--- config.mk ---
export PLATFORM = sky130hd
export DESIGN_NAME = matvec_x_loader
export DESIGN_NICKNAME = d
export VERILOG_FILES = /design/src/rtl/matvec_x_loader.sv
export SDC_FILE = /design/constraint.sdc
export NUM_CORES = 1
export LEC_CHECK = 0
export BUFFER_PORTS_ARGS = -buffer_cell sky130_fd_sc_hd__buf_2
export CAP_MARGIN = 20
export CORE_ASPECT_RATIO = 0.8
export CORE_MARGIN = 1.5
export CORE_UTILIZATION = 35
export CTS_BUF_LIST = sky130_fd_sc_hd__clkbuf_2
export CTS_CLUSTER_SIZE = 20
export DETAILED_ROUTE_END_ITERATION = 6
export PLACE_DENSITY = 0.54
export SLEW_MARGIN = 20
export SYNTH_ARGS = -nofsm -noshare
export SYNTH_HDL_FRONTEND = slang
export SYNTH_SLANG_ARGS = --single-unit
--- constraint.sdc ---
create_clock -name clk -period 1.2 [get_ports clk]
set_input_delay 0 -clock clk [delete_from_list [all_inputs] [get_ports clk]]
set_output_delay 0 -clock clk [all_outputs]
set_load 0.01 [all_outputs]
--- src/rtl/matvec_x_loader.sv ---
// Stream-to-vector packer feeding matvec_mul: collects C elements per vector,
// issues them as one parallel x word and replays the issue strobe as y_valid.
module matvec_x_loader #(
  parameter int C   = 5,
  parameter int W_X = 3
) (
  input  logic                    clk,
  input  logic                    rst,
  input  logic [W_X-1:0]          s_data,
  input  logic                    s_valid,
  input  logic                    s_last,
  output logic                    s_ready,
  output logic                    cen,
  output logic [C-1:0][W_X-1:0]   x,
  output logic                    x_valid,
  output logic                    y_valid,
  output logic                    err_len
);

  localparam int LATENCY = $clog2(C) + 1;
  localparam int CW      = $clog2(C);
  localparam logic [CW-1:0] CNT_LAST = CW'(C - 1);

  // Stream handshake: an element moves only on a cycle where s_valid and
  // s_ready are both high; s_ready depends on state only, never on s_valid.
  typedef enum logic [0:0] {
    FILL  = 1'b0,
    ISSUE = 1'b1
  } state_t;

  state_t                  state_q, state_d;
  logic [CW-1:0]           cnt_q, cnt_d;
  logic [C-1:0][W_X-1:0]   buf_q, buf_d;
  logic [C-1:0][W_X-1:0]   x_q, x_d;
  logic                    x_valid_q, x_valid_d;
  logic                    err_q, err_d;
  logic [LATENCY-1:0]      dly_q;
  logic                    xfer;

  assign xfer = s_valid && (state_q == FILL);

  always_comb begin
    state_d   = state_q;
    cnt_d     = cnt_q;
    buf_d     = buf_q;
    x_d       = x_q;
    x_valid_d = 1'b0;
    err_d     = 1'b0;
    case (state_q)
      FILL: begin
        if (xfer) begin
          buf_d[cnt_q] = s_data;
          cnt_d        = cnt_q + 1'b1;
          // Either end condition closes the vector; any disagreement between
          // them is a length error. Unfilled slots are already zero.
          if ((cnt_q == CNT_LAST) || s_last) begin
            state_d = ISSUE;
            err_d   = !((cnt_q == CNT_LAST) && s_last);
          end
        end
      end
      ISSUE: begin
        x_d       = buf_q;
        x_valid_d = 1'b1;
        buf_d     = '0;
        cnt_d     = '0;
        state_d   = FILL;
      end
      default: begin
        state_d = FILL;
      end
    endcase
  end

  always_ff @(posedge clk) begin
    if (rst) begin
      state_q   <= FILL;
      cnt_q     <= '0;
      buf_q     <= '0;
      x_q       <= '0;
      x_valid_q <= 1'b0;
      err_q     <= 1'b0;
      dly_q     <= '0;
    end else begin
      state_q   <= state_d;
      cnt_q     <= cnt_d;
      buf_q     <= buf_d;
      x_q       <= x_d;
      x_valid_q <= x_valid_d;
      err_q     <= err_d;
      // Mirrors the multiplier pipeline so y_valid lines up with its y.
      dly_q     <= {dly_q[LATENCY-2:0], x_valid_q};
    end
  end

  assign s_ready = (state_q == FILL);
  assign cen     = 1'b1;
  assign x       = x_q;
  assign x_valid = x_valid_q;
  assign err_len = err_q;
  assign y_valid = dly_q[LATENCY-1];

endmodule

; After elaboration in Yosys (flattened, before gate mapping)
; Index checks and enable logic that the tools add are counted.
[totals]
wordCells = 40
reg_bits = 40
input_bits = 7
output_inout_bits = 20
[classes]
magnitude_cmp = 2
n_reduce_logical = 6
bitwise = 3
n_addsub = 1
eq_ne = 2
n_mux = 11
[ops]
columns = cell, n
row1 = 15-bit one-hot mux with 2 select lines, 1
row2 = 15-bit bitwise mux, 1
row3 = 15-bit two-way mux, 1
row4 = 3-bit demux with 3-bit select, 1
row5 = 3-bit two-way mux, 2
row6 = 3-bit one-hot mux with 2 select lines, 1
row7 = "3-bit by 4-bit less-than comparator with 1-bit output, second input constant", 1
row8 = 4-bit OR reduction, 1
row9 = "3-bit by 1-bit adder with 3-bit output, second input constant", 1
row10 = "3-bit == test, second input constant", 1
row11 = "3-bit by 1-bit greater-or-equal comparator with 1-bit output, second input constant", 1
row12 = 1-bit logical AND, 3
row13 = 1-bit two-way mux, 3
row14 = 1-bit inverter, 3
row15 = "2-bit by 1-bit inequality test with 1-bit output, second input constant", 1
row16 = 1-bit one-hot mux with 2 select lines, 1
row17 = 1-bit zero test, 1
row18 = 1-bit logical OR, 1

; Depth between registers and ports, before layout
[logic_depth]
depth_word = 7
depth_mapped = 4
ltp_nobuf = 4

; Worst setup path before layout
; OpenSTA, ideal clock, no wires.
[synth_timing]
kind = reg-to-reg
startpoint = reg cnt_q[2]
endpoint = reg buf_q[0] (netlist bit)
t_required_ns = 1.079
period_less_slack_ns = 1.224
setup_time_ns = 0.121
path_slack_ns = -0.024
path_buffers = 2
path_stages_with_launch = 5
arrival_ns = 1.103
path_cell_list = dfxtp_1 > buf_6 > or4b_1 > buf_2 > mux2i_1
[synth_between]
elab_chain_len = 7
word_cells_on_any_way = 8
cone_classes = order compare: 2 / mux: 5 / reduce/logical: 1
[synth_lines]
columns = element, line_no
row1 = from (decl), 32  ; logic [CW-1:0] cnt_q, cnt_d;
row2 = from (signal assigned), 86  ; cnt_q <= cnt_d;
row3 = 3-bit by 4-bit less-than comparator with 1-bit output (not written as such) / 3-bit by 1-bit greater-or-equal comparator with 1-bit output (equally long branches), 52  ; buf_d[cnt_q] = s_data;
row4 = 1-bit logical AND (not written as such), 52
row5 = 3-bit two-way mux (not written as such), 52
row6 = 3-bit demux with 3-bit select *, 52
row7 = 15-bit bitwise mux *, 52
row8 = 15-bit two-way mux *, 51  ; if (xfer) begin
row9 = 15-bit one-hot mux with 2 select lines *, 49  ; case (state_q)
row10 = to (signal assigned), 87  ; buf_q <= buf_d;
row11 = to (decl), 33  ; logic [C-1:0][W_X-1:0] buf_q, buf_d;
; Every way passes the cells marked *; elsewhere a longest branch is shown, timed or not. The select of a mux whose other input is x is not followed.
; A chain may end at the register's enable or synchronous reset.

==> run_results.csv <==
group,metric,value,unit
power_and_ir_drop,ir_worst_vdd,0.5132,mV
final_layout,design.final.nets,196,
power_and_ir_drop,p_leak,0.9123,nW
sta,finClkSkew,0.01165,ns
global_route,number_of_antenna_violations_at_the_first_check_in_global_routing,0,
worst_setup_path,worstPathBufferInverterCount,4,
hold_path,min_path_type,"primary input to flop",
final_layout,num-fill-cells,387,
worst_setup_path,critPathMostFrequentCell,"buf_6",
sta,period_share,102.5,%
hold_path,timing.hold.worst_path_depth,2,
routing,dr.pass1.iters,4,
placement,post-place-cells,228,
sta,report.final.setup_viol,9,
power_and_ir_drop,clockPowerShare,25.4,%
final_layout,mostFrequentLayoutCell,"dfxtp_1",
hold_path,holdCritStartpoint,"rst",
placement,hpwl,2008,um
worst_setup_path,critical_path_class,"flop to flop",
worst_setup_path,regToRegStartpoint,"state_q$_SDFF_PP0_",
routing,post_drt_wl_per_cell,12.98,um
synthesis,yosys.cell_types.count,23,
worst_setup_path,critical_path.cell_chain,"buf_12, buf_8, buf_6, buf_6, mux2i_2, nor2_1",
worst_setup_path,slowest_delay,0.44,ns
power_and_ir_drop,cell_internal_pwr,1.632,mW
synthesis,syn-num-nets,154,
placement,port_buffers,25,
clocking,clk_pin_slew,0.20,ns
final_layout,syn2layout_area_growth,28.33,%
power_and_ir_drop,switching_power,0.5626,mW
sta,layout_setup_ws,-0.03054,ns
sta,min_period,1.231,ns
run_status,violations,"negative setup slack",
hold_path,hold_worst_path_end,"x[14]$_SDFFE_PP0P_",
synthesis,post_synthesis_sequential_area_ratio,50.08,%
global_route,grt_first_pass_wirelength,5630,um
floorplanning,die_width,78.57,um
routing,routed_via_density,4.629,
clocking,htree_levels,2,
global_route,total_global_routing_overflow,0,
worst_setup_path,critPathSlowestCell,"dfxtp_4",
routing,drcViolationCount,0,
worst_setup_path,critPathLaunchType,"flop",
worst_setup_path,timing.critical_path.fanout_max,6,
synthesis,syn-instance-count,145,
worst_setup_path,setup_slack_of_the_worst_register_to_register_path,-0.03,ns
routing,violation_count_after_the_first_detailed_route_iteration,31,
run_status,run_status,"finished with violations",
clocking,clock_latency,0.40,ns
synthesis,synth_seq_cells,40,
global_route,global_route.usage.total,14.74,%
flow_run,cap_viol_max_count,0,
routing,total_number_of_vias,1134,
sta,setup_repair_after_global_routing_missed_its_margin,"true",
floorplanning,standard_cell_row_count,21,
sta,hold_viol,0,
power_and_ir_drop,power.density_cell_area,1069,mW/mm^2
worst_setup_path,regToRegEndpoint,"x[10]$_SDFFE_PP0P_",
clocking,clock_path_buffers,2,
global_route,grt_pass1_vias,1170,
synthesis,syn_avg_cell_area,11.03,um^2
final_layout,instances_no_fill,245,
worst_setup_path,reg2reg_depth,6,
worst_setup_path,worst_path_arrival_time,1.52,ns
clocking,cts_root_buf,"clkbuf_2",
clocking,numClockSinks,40,
worst_setup_path,cp.required,1.49,ns
final_layout,fraction_of_layout_cells_with_a_size_suffix_above_1,41.49,%
sta,fmaxAchievable,812.6,MHz
floorplanning,dieArea,0.004986,mm^2
routing,wl,3180,um
synthesis,yosys_warnings,0,
power_and_ir_drop,swShare,25.64,%
final_layout,layout.cells.most_common_list,"dfxtp_1 (37), mux2i_1 (30), buf_2 (24)",
floorplanning,fp.dieH,63.46,um
worst_setup_path,timing.critical_path.max_delay_family,"flip-flops",
floorplanning,initial_core_util,37.34,%
placement,place.gp.congestion,0.7549,
floorplanning,ioPinCount,27,
power_and_ir_drop,seqPwrFrac,62.9,%
power_and_ir_drop,pwr-share-comb,11.7,%
final_layout,antennaDiodeCount,0,
global_route,grt_max_degree,30,
floorplanning,fp.coreArea,0.004283,mm^2
clocking,tritoncts_clock_tree,"built",
routing,antenna_violating_nets_post_route,0,
clocking,cts_made_buffers,5,
sta,timing.final.max_slew_violations,0,
power_and_ir_drop,total_power,2.194,mW
synthesis,synth.cell_area,0.001599,mm^2
worst_setup_path,setup.worst_path.end_class,"flop",
[power groups by stage]
| stage | registers, mW | clock network [mW] | logic, mW |
|---|---|---|---|
| after detailed placement | 1.40 | 0 | 0.203 |
| after CTS | 1.38 | 0.587 | 0.244 |
| after global routing | 1.39 | 0.653 | 0.279 |
| after floorplan | 1.40 | 0 | 0.134 |
| final | 1.38 | 0.558 | 0.257 |
| after global placement | 1.40 | 0 | 0.199 |
[cells in the mapped netlist]
master,n,share of area [%]
nor2_1,18,4.2
or4b_1,1,0.63
a21oi_1,2,0.63
a211oi_1,1,0.47
conb_1,1,0.23
nor2b_1,4,1.6
mux2i_1,31,19
buf_2,2,0.63
ha_1,2,1.6
nor3_1,1,0.31
nand3b_1,2,0.94
nand4bb_1,3,2.1
inv_1,4,0.94
buf_4,3,1.4
a21bo_2,2,1.3
buf_6,1,0.70
dfxtp_1,40,50
or3b_1,6,3.3
clkbuf_1,6,1.4
xnor2_1,1,0.55
or3b_2,12,6.6
and4b_2,1,0.70
or2_2,1,0.39
[sequential cells by signal, summed over array words and instances (netlist names)]
| register | count |
|---|---|
| err_len | 1 |
| cnt_q | 3 |
| buf_q | 15 |
| x | 15 |
| x_valid | 1 |
| state_q | 1 |
| dly_q | 4 |
[cell families after synthesis]
kind of cell | Yosys count | synth area share (%)
buffers and inverters | 16 | 5.086
AOI/OAI and AO/OA | 5 | 2.348
and+or+nand+nor | 49 | 20.73
adders and majority gates | 2 | 1.565
xor gates and xnor gates | 1 | 0.5478
muxes | 31 | 19.41
other | 1 | 0.2345
DFF | 40 | 50.08
[cell type report]
cell class	instances	area (um^2)	share of cell area, %
sequential	40	809.5	39.45
multi-input combinational	89	757.0	36.89
timing repair buffer	47	357.8	17.44
tap	57	71.32	3.476
clock buffer	5	25.02	1.220
inverter	4	17.52	0.8537
clock inverter	3	13.76	0.6707
[through the flow]
step	util [%]	setup WS [ns]	TNS (ns)	area [um^2]	hold slack [ns]
CTS	46.63	-0.04594	-0.1559	1997	0.006626
floorplan	-	-0.02375	-0.06871	1599	0.1674
global placement	42.94	-0.02919	-0.1778	1839	0.2956
finish	47.91	-0.03054	-0.1125	2052	0.03889
detailed placement	42.94	-0.04840	-0.2886	1839	0.3011
global route	47.91	-0.08799	-0.7347	2052	0.02115
[routing by layer]
metal  wire length [um]  track usage [%]
met1               1625            19.36
met4                 50            5.357
met5                  0                0
met2               1365            22.84
met3                139            4.348
[worst max path at each step]
stage | from | end | slack [ns] | cells past startpoint
floorplan | cnt_q[2]$_SDFFE_PP0P_ | buf_q[0]$_SDFFE_PP0P_ | -0.02 | 4
global placement | state_q$_SDFF_PP0_ | buf_q[11]$_SDFFE_PP0P_ | -0.03 | 3
detailed placement | state_q$_SDFF_PP0_ | buf_q[14]$_SDFFE_PP0P_ | -0.05 | 3
CTS | state_q$_SDFF_PP0_ | buf_q[5]$_SDFFE_PP0P_ | -0.05 | 4
global route | state_q$_SDFF_PP0_ | x[10]$_SDFFE_PP0P_ | -0.09 | 6
finish | state_q$_SDFF_PP0_ | x[10]$_SDFFE_PP0P_ | -0.03 | 6
[timing repair]
action / in CTS / in global routing
setup endpoints to repair: 17 / 19
cloned: 1 / 0
hold endpoints to repair: 2 / 3
buffers inserted: 4 / 0
hold buffers: 1 / 3
pin swaps: 0 / 1
resized for setup: 20 / 7
Power figures use the tool's default switching activity.
